## config.mk

```make
export PLATFORM = sky130hd
export DESIGN_NAME = mc_control_fsm
export DESIGN_NICKNAME = d
export VERILOG_FILES = /design/src/rtl/mc_pkg.sv /design/src/rtl/mc_control_outdec.sv /design/src/rtl/mc_control_fsm.sv
export SDC_FILE = /design/constraint.sdc
export NUM_CORES = 1
export LEC_CHECK = 0
export ABC_CLOCK_PERIOD_IN_PS = 1700
export CAP_MARGIN = 10
export CORE_UTILIZATION = 44
export CTS_BUF_LIST = sky130_fd_sc_hd__clkbuf_4
export DETAILED_ROUTE_END_ITERATION = 7
export GPL_TIMING_DRIVEN = 0
export PLACE_DENSITY = 0.78
export SETUP_SLACK_MARGIN = 0.4
export SYNTH_ARGS = -nofsm -noshare
export SYNTH_HDL_FRONTEND = slang
export SYNTH_SLANG_ARGS = --single-unit
```

## constraint.sdc

```tcl
create_clock -name clk -period 1.7 [get_ports clk]
set_input_delay 0.17 -clock clk [delete_from_list [all_inputs] [get_ports clk]]
set_output_delay 0.17 -clock clk [all_outputs]
set_load 0.005 [all_outputs]
```

## src/rtl/mc_pkg.sv

```systemverilog
// Shared encodings for the multicycle MIPS main controller: opcodes, state codes,
// ALUOp / ALUSrcB / PCSource values, and the legal-opcode helper.
package mc_pkg;

  localparam logic [5:0] OP_RTYPE = 6'b000000;
  localparam logic [5:0] OP_LW    = 6'b100011;
  localparam logic [5:0] OP_SW    = 6'b101011;
  localparam logic [5:0] OP_BEQ   = 6'b000100;
  localparam logic [5:0] OP_J     = 6'b000010;
  localparam logic [5:0] OP_ADDI  = 6'b001000;

  typedef enum logic [3:0] {
    S_IDLE   = 4'd0,
    S_FETCH  = 4'd1,
    S_DECODE = 4'd2,
    S_MEMADR = 4'd3,
    S_MEMRD  = 4'd4,
    S_MEMWB  = 4'd5,
    S_MEMWR  = 4'd6,
    S_RTEXE  = 4'd7,
    S_RTWB   = 4'd8,
    S_BEQ    = 4'd9,
    S_JMP    = 4'd10,
    S_ADDIEX = 4'd11,
    S_ADDIWB = 4'd12
  } state_t;

  localparam logic [1:0] ALUOP_ADD   = 2'b00;
  localparam logic [1:0] ALUOP_SUB   = 2'b01;
  localparam logic [1:0] ALUOP_FUNCT = 2'b10;

  localparam logic [1:0] SRCB_B       = 2'b00;
  localparam logic [1:0] SRCB_FOUR    = 2'b01;
  localparam logic [1:0] SRCB_IMM     = 2'b10;
  localparam logic [1:0] SRCB_IMM_SH2 = 2'b11;

  localparam logic [1:0] PCSRC_ALU    = 2'b00;
  localparam logic [1:0] PCSRC_ALUOUT = 2'b01;
  localparam logic [1:0] PCSRC_JUMP   = 2'b10;

  function automatic logic is_legal_op(input logic [5:0] op);
    logic legal;
    case (op)
      OP_RTYPE, OP_LW, OP_SW, OP_BEQ, OP_J, OP_ADDI: legal = 1'b1;
      default:                                       legal = 1'b0;
    endcase
    return legal;
  endfunction

endpackage

```

## src/rtl/mc_control_outdec.sv

```systemverilog
// Moore output decoder: current state (plus mem_ready in the handshake states and the
// raw opcode in DECODE) to datapath strobes. Purely combinational.
module mc_control_outdec
  import mc_pkg::*;
(
  input  state_t      state,
  input  logic        mem_ready,
  input  logic [5:0]  opcode,
  output logic        pc_write,
  output logic        pc_write_cond,
  output logic [1:0]  pc_source,
  output logic        iord,
  output logic        mem_read,
  output logic        mem_write,
  output logic        ir_write,
  output logic        reg_write,
  output logic        reg_dst,
  output logic        mem_to_reg,
  output logic        alu_src_a,
  output logic [1:0]  alu_src_b,
  output logic [1:0]  alu_op,
  output logic        instr_done,
  output logic        illegal_op
);

  // Strobe decode; everything defaults low so unlisted strobes stay 0 in each state.
  always_comb begin
    pc_write      = 1'b0;
    pc_write_cond = 1'b0;
    pc_source     = PCSRC_ALU;
    iord          = 1'b0;
    mem_read      = 1'b0;
    mem_write     = 1'b0;
    ir_write      = 1'b0;
    reg_write     = 1'b0;
    reg_dst       = 1'b0;
    mem_to_reg    = 1'b0;
    alu_src_a     = 1'b0;
    alu_src_b     = SRCB_B;
    alu_op        = ALUOP_ADD;
    instr_done    = 1'b0;
    illegal_op    = 1'b0;
    case (state)
      S_FETCH: begin
        // PC and IR update only in the cycle memory accepts the fetch.
        mem_read  = 1'b1;
        alu_src_b = SRCB_FOUR;
        ir_write  = mem_ready;
        pc_write  = mem_ready;
      end
      S_DECODE: begin
        alu_src_b = SRCB_IMM_SH2;
        if (!is_legal_op(opcode)) begin
          illegal_op = 1'b1;
          instr_done = 1'b1;
        end else begin
          illegal_op = 1'b0;
        end
      end
      S_MEMADR, S_ADDIEX: begin
        alu_src_a = 1'b1;
        alu_src_b = SRCB_IMM;
      end
      S_MEMRD: begin
        mem_read = 1'b1;
        iord     = 1'b1;
      end
      S_MEMWB: begin
        reg_write  = 1'b1;
        mem_to_reg = 1'b1;
        instr_done = 1'b1;
      end
      S_MEMWR: begin
        mem_write  = 1'b1;
        iord       = 1'b1;
        instr_done = mem_ready;
      end
      S_RTEXE: begin
        alu_src_a = 1'b1;
        alu_op    = ALUOP_FUNCT;
      end
      S_RTWB: begin
        reg_write  = 1'b1;
        reg_dst    = 1'b1;
        instr_done = 1'b1;
      end
      S_BEQ: begin
        alu_src_a     = 1'b1;
        alu_op        = ALUOP_SUB;
        pc_write_cond = 1'b1;
        pc_source     = PCSRC_ALUOUT;
        instr_done    = 1'b1;
      end
      S_JMP: begin
        pc_write   = 1'b1;
        pc_source  = PCSRC_JUMP;
        instr_done = 1'b1;
      end
      S_ADDIWB: begin
        reg_write  = 1'b1;
        instr_done = 1'b1;
      end
      default: begin
        pc_write = 1'b0;
      end
    endcase
  end

endmodule

```

## src/rtl/mc_control_fsm.sv

```systemverilog
// Multicycle MIPS main controller: state register, opcode latch and next-state logic.
// Strobes come combinationally from the current state so reset drops them at once.
module mc_control_fsm
  import mc_pkg::*;
(
  input  logic        clk,
  input  logic        rst,
  input  logic [5:0]  opcode,
  input  logic        mem_ready,
  output logic        pc_write,
  output logic        pc_write_cond,
  output logic [1:0]  pc_source,
  output logic        iord,
  output logic        mem_read,
  output logic        mem_write,
  output logic        ir_write,
  output logic        reg_write,
  output logic        reg_dst,
  output logic        mem_to_reg,
  output logic        alu_src_a,
  output logic [1:0]  alu_src_b,
  output logic [1:0]  alu_op,
  output logic        instr_done,
  output logic        illegal_op,
  output logic [3:0]  state_o
);

  state_t      state_r;
  state_t      state_nxt_s;
  logic [5:0]  opcode_r;

  // State register and opcode latch.
  always_ff @(posedge clk or posedge rst) begin
    if (rst) begin
      state_r  <= S_IDLE;
      opcode_r <= 6'd0;
    end else begin
      state_r <= state_nxt_s;
      if (state_r == S_DECODE) begin
        opcode_r <= opcode;
      end else begin
        opcode_r <= opcode_r;
      end
    end
  end

  // Next-state logic.
  always_comb begin
    state_nxt_s = state_r;
    case (state_r)
      S_IDLE:  state_nxt_s = S_FETCH;
      S_FETCH: begin
        if (mem_ready) state_nxt_s = S_DECODE;
        else           state_nxt_s = S_FETCH;
      end
      S_DECODE: begin
        case (opcode)
          OP_LW, OP_SW: state_nxt_s = S_MEMADR;
          OP_RTYPE:     state_nxt_s = S_RTEXE;
          OP_BEQ:       state_nxt_s = S_BEQ;
          OP_J:         state_nxt_s = S_JMP;
          OP_ADDI:      state_nxt_s = S_ADDIEX;
          default:      state_nxt_s = S_FETCH;
        endcase
      end
      S_MEMADR: begin
        if (opcode_r == OP_SW) state_nxt_s = S_MEMWR;
        else                   state_nxt_s = S_MEMRD;
      end
      S_MEMRD: begin
        if (mem_ready) state_nxt_s = S_MEMWB;
        else           state_nxt_s = S_MEMRD;
      end
      S_MEMWR: begin
        if (mem_ready) state_nxt_s = S_FETCH;
        else           state_nxt_s = S_MEMWR;
      end
      S_RTEXE:  state_nxt_s = S_RTWB;
      S_ADDIEX: state_nxt_s = S_ADDIWB;
      S_MEMWB, S_RTWB, S_BEQ, S_JMP, S_ADDIWB: state_nxt_s = S_FETCH;
      default:  state_nxt_s = S_IDLE;
    endcase
  end

  assign state_o = state_r;

  mc_control_outdec u_outdec (
    .state         (state_r),
    .mem_ready     (mem_ready),
    .opcode        (opcode),
    .pc_write      (pc_write),
    .pc_write_cond (pc_write_cond),
    .pc_source     (pc_source),
    .iord          (iord),
    .mem_read      (mem_read),
    .mem_write     (mem_write),
    .ir_write      (ir_write),
    .reg_write     (reg_write),
    .reg_dst       (reg_dst),
    .mem_to_reg    (mem_to_reg),
    .alu_src_a     (alu_src_a),
    .alu_src_b     (alu_src_b),
    .alu_op        (alu_op),
    .instr_done    (instr_done),
    .illegal_op    (illegal_op)
  );

endmodule

```

==> flow_summary.json, run 1 <==
{
  "error": "[ERROR DPL-0038] Utilization greater than 100%, impossible to legalize",
  "chipHeight_um": 43.92,
  "synth_flop_cell": "dfrtp_1",
  "avgSynthCellArea_um2": 8.991,
  "cts_made_buffers": 3,
  "syn-num-nets": 95,
  "io_pins": 31,
  "synthCells": 86,
  "place.port_buffers": 30,
  "yosys_register_bits": 10,
  "initial_utilization_pct": 49.05,
  "syn_area_um2": 773.2,
  "synth.distinct_cells": 35,
  "worstEpCategory": "primary output",
  "hpwl_um": 1553,
  "gp_congestion": 0.8499,
  "cts_buffer_depth": 2,
  "async_flop_share_pct": 100.0,
  "clockRootBuffer": "clkbuf_4",
  "synth_edf_count": 0,
  "grt_max_degree": 11,
  "hold_buffers": 0,
  "yosysWarnings": 0,
  "htree_levels": 1,
  "clock-sinks": 10,
  "status": "aborted with a tool error",
  "crit_endpoint": "instr_done",
  "num_rows": 14,
  "yosysSeqAreaShare_pct": 32.36,
  "haltStage": "5_1_grt",
  "pre_cts_slack_ns": -0.7649,
  "die_width_um": 43.92
}
metrics by stage:
stage	cell area, um2	TNS (ns)	hold slack (ns)	instances
after CTS	1480	-0.05742	0.1720	161
after detailed placement	1099	-2.460	0.4678	132
after global placement	1099	-2.276	0.4535	132
after floorplan	778.2	0	0.01018	86
synthesized netlist by cell type, types with 2 or more instances:
master / n / area [um2]
nand2b_1: 4 / 25.02
inv_1: 6 / 22.52
nor3_1: 5 / 25.02
o21ai_0: 6 / 30.03
buf_4: 3 / 22.52
mux2_2: 6 / 67.56
clkbuf_1: 2 / 7.510
nand2_1: 7 / 26.28
nand4_1: 3 / 18.77
and3_1: 2 / 12.51
dfrtp_1: 10 / 250.2
xnor2_1: 2 / 17.52
nor2_1: 8 / 30.03
cell families after synthesis:
logic type	after synthesis	share of synthesized area, %
buffers and inverters	13	10.03
flip-flops	10	32.36
AO/OA/AOI/OAI	19	21.20
AND/OR/NAND/NOR	36	25.41
multiplexers	6	8.737
XOR/XNOR	2	2.266
what timing repair did:
action                     4_1_cts
gates resized for setup        161
pin swaps                       16
setup buffers                   26
cloned                           0
setup endpoints to repair       31
==> inputs of run 2 (changes only) <==
Settings changed: CORE_AREA set to 2 2 63 65, CORE_UTILIZATION 44 to not set, CTS_BUF_LIST sky130_fd_sc_hd__clkbuf_4 to not set, DIE_AREA set to 0 0 65 67, PLACE_DENSITY 0.78 to not set, PLACE_DENSITY_LB_ADDON set to 0.15, SETUP_SLACK_MARGIN 0.4 to not set.
==> flow_summary.json, run 2 <==
{
  "slew_headroom_pct": 67.34,
  "largest_reg_flops": 6,
  "clockRootBuffer": "clkbuf_8",
  "synthMuxAreaShare_pct": 8.738,
  "syn_to_final_growth_pct": 75.57,
  "wl_per_cell_um": 13.45,
  "path_clk_slew_ns": 0.05,
  "yosys_register_bits": 10,
  "hpwl_um": 1707,
  "status": "completed",
  "cts_tree": "done",
  "grt_pass1_vias": 832,
  "synth_edf_count": 0,
  "period_needed_ns": 1.692,
  "synth_compound_area_share_pct": 21.20,
  "synth.distinct_cells": 35,
  "synthCells": 86,
  "worst_slew_pin_slew_ns": 0.4861,
  "grt_usage_pct": 11.54,
  "fin_skew_ns": 0.0006305,
  "mostFrequentLayoutCell": "buf_4",
  "slew_viol_final": 0,
  "yosysWarnings": 0,
  "antenna_found_initial": 0,
  "crit_fanout": 7,
  "ir_drop_v": 0.0005790,
  "grt_max_degree": 11,
  "worstSetupEndpointType": "primary output",
  "r2r_cells": 4,
  "hold_buffers": 0,
  "yosysSeqAreaShare_pct": 32.36,
  "fmax_mhz": 591.2,
  "cts_buffer_depth": 2,
  "num-nets-final": 144,
  "synth.area.top_cells": "dfrtp_1 (32%), mux2_2 (8.7%), o21ai_0 (3.9%)",
  "die_width_um": 65,
  "fin_hold_ws_ns": 0.2053,
  "synth_flop_cell": "dfrtp_1",
  "num_rows": 22,
  "drive_above_1_share_pct": 39.55,
  "place.port_buffers": 30,
  "cts_made_buffers": 3,
  "worst-setup-path-type": "reg -> out",
  "setup_viol": 0,
  "synth_top_family_by_area": "simple AND/OR/NAND/NOR gates",
  "avgSynthCellArea_um2": 8.991,
  "diodes": 0,
  "grt-ovfl-total": 0,
  "drtIter0Drc": 30,
  "crit_path_start_kind": "flip-flop",
  "finalCritPeriodShare_pct": 99.51,
  "min_path_type": "in -> async",
  "drc": 0,
  "io_pins": 31,
  "chipHeight_um": 67,
  "hold_viol_final": 0,
  "async_flop_share_pct": 100.0,
  "clock_latency_ns": 0.23,
  "gp_congestion": 0.7801,
  "htree_levels": 1,
  "syn_area_um2": 773.2,
  "p_leak_uw": 0.0006581,
  "yosys.area_share.simple_pct": 25.40,
  "synth.most_common_cell": "dfrtp_1",
  "final_cell_count_no_fill": 182,
  "rsz0062_at_grt": "yes",
  "synth_top_area_share_pct": 32.36,
  "syn-num-nets": 95,
  "synthTopCellsByCount": "dfrtp_1 (10), nor2_1 (8), nand2_1 (7)",
  "regMostFlops": "opcode_r",
  "initial_utilization_pct": 21.44,
  "dieArea_mm2": 0.004355,
  "synth_top_cell_by_area": "dfrtp_1",
  "dpl.cell_count": 164,
  "first_pass_iters": 4,
  "synth_fa_ha_area_share_pct": 0,
  "final_cell_mix": "buf_4 (17), dlygate4sd2_1 (16), dfrtp_1 (8)",
  "arrival_ns": 1.52,
  "synth-xor-area-share_pct": 2.265,
  "grt_pass1_wl_um": 3877,
  "core_area_mm2": 0.003606,
  "drt_wl_total_um": 2448,
  "clock-sinks": 10,
  "vias": 836,
  "cap_violations": 0,
  "cp.required_ns": 1.53,
  "vias_per_cell": 4.593,
  "ant_nets": 0,
  "num-fill-cells": 376,
  "power.density_mw_per_mm2": 1481
}
==> run 2: cell counts after synthesis <==
Identical to the previous run, type by type.
==> run 2: metrics by stage <==
step           instance area (um2)  setup slack, ns  TNS (ns)  util [%]  power [uW]
2_1_floorplan                773.2           0.2863         0         -       997.4
3_3_place_gp                  1134          -0.7572    -2.579     31.44        1516
3_5_place_dp                  1134          -0.7748    -2.706     31.44        1528
4_1_cts                       1296          -0.1459   -0.1555     35.95        1969
5_1_grt                       1358         -0.06836   -0.1311     37.65        2160
6_report                      1358         0.008387         0     37.65        2011
==> run 2: worst paths after layout <==
kind	from	to	slack [ns]
setup / recovery	state_o[0]	illegal_op	0.008
hold / removal	rst	state_o[1]	0.21
setup reg to reg	state_o[3]	state_o[2]	0.16
hold reg to reg	opcode_r[5]	opcode_r[5]	0.50
max in group asynchronous	rst	state_o[3]	1.20
min in group clk	opcode[5]	opcode_r[5]	0.21
==> run 2: power breakdown <==
group,switching (uW),leakage [uW],internal (uW)
sequential,81.1,0.000119,352
combinational,564,0.000511,721
clock,89.5,0.0000288,203
total,734,0.000658,1280
==> run 2: layer usage <==
| layer | routed length (um) | part of all wire (%) | vias up | GRT usage, % |
|---|---|---|---|---|
| met5 | 0 | 0 | - | 0 |
| met4 | 11 | 0.45 | 0 | 3.191 |
| met3 | 171 | 7.0 | 2 | 3.716 |
| met2 | 1199 | 49 | 26 | 19.33 |
| met1 | 1066 | 44 | 399 | 14.17 |
| li1 | - | - | 409 | - |
==> run 2: cells by family after synthesis <==
| kind of cell | count (synthesis) |
|---|---|
| AOI/OAI and AO/OA | 19 |
| DFF | 10 |
| buffers and inverters | 13 |
| muxes | 6 |
| xor gates and xnor gates | 2 |
| and+or+nand+nor | 36 |
==> run 2: critical path, stage by stage, from the launching register on <==
cell	delay, ns
dfrtp_1	0.39
nand2b_4	0.19
nand2b_4	0.19
a211oi_2	0.22
dlygate4sd2_1	0.29
==> run 2: area by class of cell <==
cell class / instances / area, um2 / share of cell area, %
Tap cell: 48 / 60.06 / 4.424
Clock buffer: 4 / 55.05 / 4.055
Sequential cell: 10 / 252.7 / 18.62
Timing Repair Buffer: 44 / 381.6 / 28.11
Multi-Input combinational cell: 63 / 515.5 / 37.97
Inverter: 6 / 22.52 / 1.659
Buffer: 7 / 70.07 / 5.161
==> run 2: timing repair <==
action,CTS,global route
pin swaps,6,5
resized for setup,61,16
buffers inserted,9,5
setup endpoints to repair,18,4
(Power assumes the default switching activity.)
